==> src/rtl/wra_layer_sequencer.sv <==
// wra_layer_sequencer: descriptor-table driven per-layer filter-transform load and layer start for WRA_ctl.
// Optional build macro WRA_SEQ_WATCHDOG_EN adds a RUN-phase watchdog and the wdog_err output.
module wra_layer_sequencer #(
    parameter int MAX_LAYERS = 8,
    parameter int DESC_W     = 64,
    parameter int GT_DW      = 512,
    localparam int LW        = $clog2(MAX_LAYERS)
) (
    input  logic              clk,
    input  logic              rst,
    input  logic              cfg_we,
    input  logic [LW-1:0]     cfg_addr,
    input  logic [DESC_W-1:0] cfg_wdata,
    input  logic [LW:0]       num_layers,
    input  logic              start,
    input  logic              gt_src_valid,
    input  logic [GT_DW-1:0]  gt_src_data,
    output logic              gt_src_ready,
    output logic              we_Gt,
    output logic [15:0]       a_Gt,
    output logic [GT_DW-1:0]  d_Gt,
    output logic              inputbstart_op,
    input  logic              Layer_Finish,
    output logic [4:0]        numswitchH_op,
    output logic [8:0]        numslideH_op,
    output logic [4:0]        numslideV_op,
    output logic [4:0]        NInch_D_PInch_op,
    output logic [4:0]        NOuch_D_POuch_op,
    output logic [7:0]        cellnum_op,
    output logic [7:0]        linenum_op,
    output logic [1:0]        fixpoint_op,
    output logic              stride_op,
    output logic              kernelsize_op,
    output logic              padding_op,
    output logic              poolingen_op,
    output logic              relu_op,
`ifdef WRA_SEQ_WATCHDOG_EN
    output logic              wdog_err,
`endif
    output logic              busy,
    output logic              done,
    output logic [LW-1:0]     cur_layer
);

    typedef enum logic [2:0] {IDLE, LOAD_DESC, LOAD_GT, KICK, RUN, NEXT, FIN} state_t;

    state_t            state;
    logic [DESC_W-1:0] table_q [MAX_LAYERS];
    logic [DESC_W-1:0] desc;
    logic [LW:0]       num_q;
    logic [11:0]       gt_last_q;
    logic [11:0]       cnt;
    logic              last_layer;
`ifdef WRA_SEQ_WATCHDOG_EN
    logic [19:0]       wdog;
`endif

    assign desc       = table_q[cur_layer];
    assign last_layer = {1'b0, cur_layer} == num_q - (LW+1)'(1);

    // Descriptor table is writable only while the sequencer is idle; contents survive no reset.
    always_ff @(posedge clk) begin
        if (cfg_we && state == IDLE)
            table_q[cfg_addr] <= cfg_wdata;
    end

    // Layer sequencing FSM with registered strobes, filter beat forwarding and layer configuration.
    always_ff @(posedge clk or negedge rst) begin
        if (!rst) begin
            state            <= IDLE;
            num_q            <= '0;
            gt_last_q        <= '0;
            cnt              <= '0;
            gt_src_ready     <= 1'b0;
            we_Gt            <= 1'b0;
            a_Gt             <= '0;
            d_Gt             <= '0;
            inputbstart_op   <= 1'b0;
            numswitchH_op    <= '0;
            numslideH_op     <= '0;
            numslideV_op     <= '0;
            NInch_D_PInch_op <= '0;
            NOuch_D_POuch_op <= '0;
            cellnum_op       <= '0;
            linenum_op       <= '0;
            fixpoint_op      <= '0;
            stride_op        <= 1'b0;
            kernelsize_op    <= 1'b0;
            padding_op       <= 1'b0;
            poolingen_op     <= 1'b0;
            relu_op          <= 1'b0;
            busy             <= 1'b0;
            done             <= 1'b0;
            cur_layer        <= '0;
`ifdef WRA_SEQ_WATCHDOG_EN
            wdog             <= '0;
            wdog_err         <= 1'b0;
`endif
        end else begin
            we_Gt          <= 1'b0;
            inputbstart_op <= 1'b0;
            done           <= 1'b0;
`ifdef WRA_SEQ_WATCHDOG_EN
            wdog_err       <= 1'b0;
`endif
            case (state)
                IDLE: begin
                    if (start && num_layers != '0) begin
                        state     <= LOAD_DESC;
                        busy      <= 1'b1;
                        cur_layer <= '0;
                        num_q     <= num_layers;
                    end else if (start) begin
                        state <= FIN;
                        done  <= 1'b1;
                    end
                end
                LOAD_DESC: begin
                    gt_last_q        <= desc[63:52];
                    numswitchH_op    <= desc[51:47];
                    numslideH_op     <= desc[46:38];
                    numslideV_op     <= desc[37:33];
                    NInch_D_PInch_op <= desc[32:28];
                    NOuch_D_POuch_op <= desc[27:23];
                    cellnum_op       <= desc[22:15];
                    linenum_op       <= desc[14:7];
                    fixpoint_op      <= desc[6:5];
                    stride_op        <= desc[4];
                    kernelsize_op    <= desc[3];
                    padding_op       <= desc[2];
                    poolingen_op     <= desc[1];
                    relu_op          <= desc[0];
                    cnt              <= '0;
                    gt_src_ready     <= 1'b1;
                    state            <= LOAD_GT;
                end
                LOAD_GT: begin
                    if (gt_src_valid && gt_src_ready) begin
                        we_Gt <= 1'b1;
                        a_Gt  <= {4'b0, cnt};
                        d_Gt  <= gt_src_data;
                        cnt   <= cnt + 12'd1;
                        if (cnt == gt_last_q) begin
                            gt_src_ready <= 1'b0;
                            state        <= KICK;
                        end
                    end
                end
                KICK: begin
                    inputbstart_op <= 1'b1;
                    state          <= RUN;
`ifdef WRA_SEQ_WATCHDOG_EN
                    wdog           <= '0;
`endif
                end
                RUN: begin
                    if (Layer_Finish)
                        state <= NEXT;
`ifdef WRA_SEQ_WATCHDOG_EN
                    else if (&wdog) begin
                        state    <= IDLE;
                        busy     <= 1'b0;
                        wdog_err <= 1'b1;
                    end else
                        wdog <= wdog + 20'd1;
`endif
                end
                NEXT: begin
                    if (last_layer) begin
                        state <= FIN;
                        done  <= 1'b1;
                        busy  <= 1'b0;
                    end else begin
                        cur_layer <= cur_layer + LW'(1);
                        state     <= LOAD_DESC;
                    end
                end
                FIN:     state <= IDLE;
                default: state <= IDLE;
            endcase
        end
    end

endmodule

==> config.mk <==
export PLATFORM = sky130hd
export DESIGN_NAME = wra_layer_sequencer
export DESIGN_NICKNAME = d
export VERILOG_FILES = /design/src/rtl/wra_layer_sequencer.sv
export SDC_FILE = /design/constraint.sdc
export NUM_CORES = 2
export LEC_CHECK = 0
export ABC_CLOCK_PERIOD_IN_PS = 7150
export BUFFER_PORTS_ARGS = -buffer_cell sky130_fd_sc_hd__buf_2
export CORE_AREA = 8 8 447 449
export CTS_CLUSTER_DIAMETER = 80
export DETAILED_ROUTE_END_ITERATION = 16
export DIE_AREA = 0 0 455 457
export GPL_TIMING_DRIVEN = 1
export HOLD_SLACK_MARGIN = 0.15
export SLEW_MARGIN = 10
export SYNTH_ARGS = -nofsm -noshare
export SYNTH_HDL_FRONTEND = slang
export SYNTH_SLANG_ARGS = --single-unit
==> constraint.sdc <==
create_clock -name clk -period 7.15 [get_ports clk]
set_input_delay 1.43 -clock clk [delete_from_list [all_inputs] [get_ports clk]]
set_output_delay 1.43 -clock clk [all_outputs]
set_load 0.01 [all_outputs]
---- Word-level counts from Yosys, hierarchy flattened ----
Memory sizes are Yosys's and may differ from the RTL's. A register that Yosys moved wholly into a read port is not among the register bits.
Index checks and enable logic that the tools add are counted.
storage, ports and cells
  register bits after elaboration ......... 551
  memory bits (writable) .................. 512
  input port bits ......................... 589
  output and inout port bits .............. 588
  word-level logic and storage cells ...... 71
  memories ................................ 1
cells by class
  add/subtract/negate cells ............... 3
  equal/unequal tests ..................... 14
  mux-type cells .......................... 27
  reduce and logical (&&, ||, !) cells .... 15
memories
  name     depth  width  rd ports  clocked after Yosys merged registers in  write ports  RTL line  text
  table_q  8      64     1         1                                        1            48        logic [DESC_W-1:0] table_q [MAX_LAYERS];
operators with widths
  kind                                                    count
  two-way mux 3 bit                                       8
  one-hot mux 12 bit (2 select lines)                     1
  one-hot mux 3 bit (6 select lines)                      1
  adder 12 x 1 -> 12 bit (second input constant)          1
  == test 12 bit                                          1
  two-way mux 1 bit                                       12
  two-way mux 12 bit                                      1
  inequality test 2 bit (second input constant)           5
  AND reduction 3 bit                                     3
  == test 3 x 2 -> 1 bit (second input constant)          2
  == test 3 bit (second input constant)                   2
  one-hot mux 1 bit (2 select lines)                      3
  one-hot mux 3 bit (2 select lines)                      1
  AND reduction 2 bit                                     3
  == test 3 x 4 -> 1 bit                                  1
  AND reduction 4 bit                                     1
  nonzero test 2 bit                                      2
  nonzero test 4 bit                                      1
  subtractor 4 x 1 -> 4 bit (second input constant)       1
  adder 3 x 1 -> 3 bit (second input constant)            1
  == test 3 x 1 -> 1 bit (second input constant)          1
  logical AND 1 bit                                       3
  logical NOT 3 bit                                       1
  inequality test 3 x 2 -> 1 bit (second input constant)  1
  2 further kinds                                         2

---- Longest topological paths before layout ----
  depth in word-level cells ............... 4
  mapped depth ............................ 9

---- Worst setup path after synthesis ----
No wires, ideal clock.
  path type ............................... input port to flip-flop
  start ................................... input port cfg_addr[0]
  end ..................................... memory table_q[0][0] (enable)
  library setup time ...................... 565 ps
  arrival ................................. 5996 ps
  slack ................................... 588 ps
  stages .................................. 2
  path through ............................ nand3b_1 > nor3_1
RTL lines
  item                RTL line  text
  start: declaration  12        input logic [LW-1:0] cfg_addr,
  end: declaration    48
No word-level cell before the write port.

---- Final worst setup path ----
  start ................................... input port gt_src_valid
  end ..................................... register d_Gt[97]
between the ends
  word-level cells in the longest chain between the ends .. 2
RTL lines
  item                                  RTL line  text
  start: declaration                    16        input logic gt_src_valid,
  logical AND 1 bit                     138       if (gt_src_valid && gt_src_ready) begin
  AND reduction 2 bit (no source line)  n/a
  end signal: assignment                141       d_Gt <= gt_src_data;
  end: declaration                      21        output logic [GT_DW-1:0] d_Gt,
Every way passes these cells.
A chain may end at the register's enable or synchronous reset.

==> impl_results.md <==
- Status: finished, final reports clean
- Cts repair resizes: 0
- Worst R2R End: d_Gt[97]
- DRC: 0
- Synth async-reset ratio: 54.6%
- H-tree depth: 4
- # rows: approximately 160
- MaxCap Viol Count: 0
- Largest net degree at the start of global routing: 196
- Clock buffer depth: 3
- Synthesized-area fraction occupied by adder cells: less than 1%
- Vias/cell: 4.20
- Pre-antenna DRT Iters: 6
- Layout area overhead: 31.6%
- Post-synth design cell area: 42500 sq um
- Design area: between 50000 and 60000 sq um
- CP required: roughly 7.9 ns
- Setup TNS: 0 ns
- Top FF cell, synth: dfrtp_1
- Commonest non-fill, non-tap cell in the layout: nand2_1
- Core area: 193000 sq um
- CTS Root Buffer Type: clkbuf_16
- DRT antenna net count: 0
- Crit path kind: in -> reg
- Multi-input combinational cell area: approximately 11000 sq um
- Busiest grt layer: met2
- Clock Sinks: ~1100
- FF+latch area: 30800 sq um
- CP Capture Type: flip-flop
- Post-synth cell types: 46
- CTS buffer count: approximately 130
- Hold crit path type: reg -> reg
- Relative slew slack: about a third
- Met2 Usage GRT: 29.1%
- Final WL: between 150 and 200 mm
- Worst slack, placed: ~2.8 ns
- Clk pin slew, worst setup/hold paths: around 0.060 ns
- Fin. max-slew vios: 0
- Synth Register Bits: roughly 1100
- WP data arrival: approximately 4.2 ns
- Worst vdd ir: 0.247 mV
- Placement Cell Area: slightly above 50000 sq um
- Initial antenna violation count: approximately 150
- RSZ-0062 raised after global routing: no
- Power Density: approximately 420 nW/um^2
- Post-synthesis mux area share: about 8.3%
- Slew @ Worst Pin: approximately 1.0 ns
- R2r setup slk: between 3 and 4 ns
- Floorplan die height: approximately 460 um
- Int Pwr: approximately 15 mW
- Total congestion overflow: 0
- Final setup fails: 0
- Tcrit/Tclk final: between 40% and 50%
- Die width: ~460 um
- Number of setup buffers added after CTS: 0
- Top-Level Pins: between 1000 and 1500
- Hold Vio Cnt, Final: 0
- # port buffers: 1172
- Leakage: around 26 nW
- Gpl congestion: slightly below 0.9
- Starting Density: between 20 and 25%
- Hold Slack: 0.467 ns
- Met1 Usage GRT: between 10% and 20%
- Crit path time final: 3.50 ns
- Fmax: approximately 0.29 GHz
- Post-synth EDFFs: 512
- Switching Fraction: 36.0%
- CTS tree: built
- Fin util: roughly 29%
- Part of the power in registers: roughly two fifths
- Number of global-route vias before repair: between 30000 and 40000
- CP Launch Type: primary input
- Filler cells: between 20000 and 25000
- Crit Path Max Fanout: 94
- Worst-Skew Late Latency: slightly below 0.8 ns
- Fraction of layout cells with a size suffix above 1: between 30% and 40%
- NetSw: about 8.4 mW
- R2r startpoint: state[2]
- Gr usage total: 16.5%
- Leading cell types in the layout, fill and taps excluded: nand2_1 (1644), buf_2 (1171), dfrtp_1 (612), edfxtp_1 (512), clkbuf_16 (134)
- Net count, final: 5099
- Global-route wire length before repair: about 240 mm
- Worst Setup SP: gt_src_valid
- Vias: roughly 30000
- Synthesized-area fraction occupied by ao, oa, aoi and oai cells: roughly 1.3%
- Mean area per synthesized cell: 12.7 sq um
- End of the critical path: d_Gt[97]
- Area share of xor/xnor cells in the synthesized design: less than 1%
- Worst Slack Setup Final: around 3.6 ns
- Grt met3 use: about 5.7%
- Simple-Gate Fraction of Synth Area: ~15%
- R2R cell count: 6
- Skew final: 0.0578 ns
- Largest family of logic cells by synthesized area: simple AND/OR/NAND/NOR gates
- Avg WL per Cell: about 25 um
- Logic gate share of total power: between 20 and 30%
- Synth Instances: between 3000 and 4000
- Violation count after the first detailed-route iteration: around 2500
- CTS Hold Bufs: 0
- Clock power share: between 30% and 40%
- Detailed placement HPWL: 136 mm
- Warnings from Yosys: 0
- Die area: around 210000 sq um
- Post-synthesis sequential area ratio: between 70 and 80%
==> how the worst min path moves through the flow <==
stage,from,endpoint,slack [ns],cells past startpoint
after CTS,d_Gt[157],d_Gt[157],0.47,2
final,d_Gt[299],d_Gt[299],0.47,2
after floorplan,num_q[2],num_q[2],0.47,2
after global routing,d_Gt[117],d_Gt[117],0.48,2
after detailed placement,d_Gt[157],d_Gt[157],0.46,2
after global placement,d_Gt[106],d_Gt[106],0.45,2
==> critical path, cell delays in order <==
cell	delay, ns
buf_2	0.11
nand4b_1	0.21
nand2b_4	0.57
buf_4	0.63
buf_4	0.86
nand2_1	0.15
nand2_1	0.12
==> cells by family after synthesis <==
group,after synthesis
compound gates,98
mux,194
xor+xnor,21
simple gates,1705
other cells,1
buf+inv,190
flops,1127
fa+ha+maj,3
==> through the flow <==
step                cells  power (mW)
CTS                  7160        23.9
global route         7190        24.8
floorplan            3342        12.9
finish               7204        23.5
global placement     6914        16.5
detailed placement   6914        16.7
==> layout make-up <==
class,instances,area share (%)
Antenna cell,44,0.197
Sequential cell,1127,55.1
Clock buffer,174,6.54
Tap cell,2542,5.69
Inverter,11,0.0873
Multi-Input combinational cell,2025,19.5
Timing Repair Buffer,1209,11.2
Clock inverter,72,1.73
==> synthesized netlist by cell type (2+ instances only) <==
master	n	area, sq um
xnor2_1	16	140
inv_1	9	33.8
buf_1	16	60.1
nand2b_1	4	25.0
a31oi_1	2	12.5
and3_1	3	18.8
a21oi_1	3	15.0
xor2_1	5	43.8
mux4_2	128	2880
mux2i_1	66	661
o21bai_1	2	15.0
o21ai_0	77	385
a22o_1	4	35.0
clkbuf_1	34	128
nand3_1	8	40.0
buf_2	125	626
nor4_1	5	31.3
nand4_1	6	37.5
ha_1	3	37.5
dfrtp_1	615	15400
edfxtp_1	512	15400
nor3_1	8	40.0
buf_4	4	30.0
inv_2	2	7.51
nor2_1	16	60.1
nand3b_1	3	22.5
nand2_1	1644	6170
==> flip-flops by register name, summed over array words and instances (netlist names), 2 cells and up <==
name and flops:
NOuch_D_POuch_op 5, table_q 512, state 3, numslideH_op 9
cur_layer 3, a_Gt 12, linenum_op 8, gt_last_q 12
cellnum_op 8, NInch_D_PInch_op 5, num_q 4, fixpoint_op 2
cnt 12, d_Gt 512, numswitchH_op 5, numslideV_op 5
==> power by group through the flow <==
stage	Clock (mW)	Sequential (mW)	Combinational, mW
floorplan	0	10.1	2.83
global placement	0	9.53	7.02
detailed placement	0	9.57	7.11
CTS	7.32	9.46	7.13
global route	7.54	9.65	7.65
finish	7.10	9.47	6.91
==> metal layers <==
| layer | vias up | wire length, um |
|---|---|---|
| met1 | 15000 | 64100 |
| met5 | - | 74 |
| met4 | 12 | 7500 |
| li1 | 13600 | - |
| met3 | 395 | 15600 |
| met2 | 1217 | 92400 |
Power figures use the tool's default switching activity.
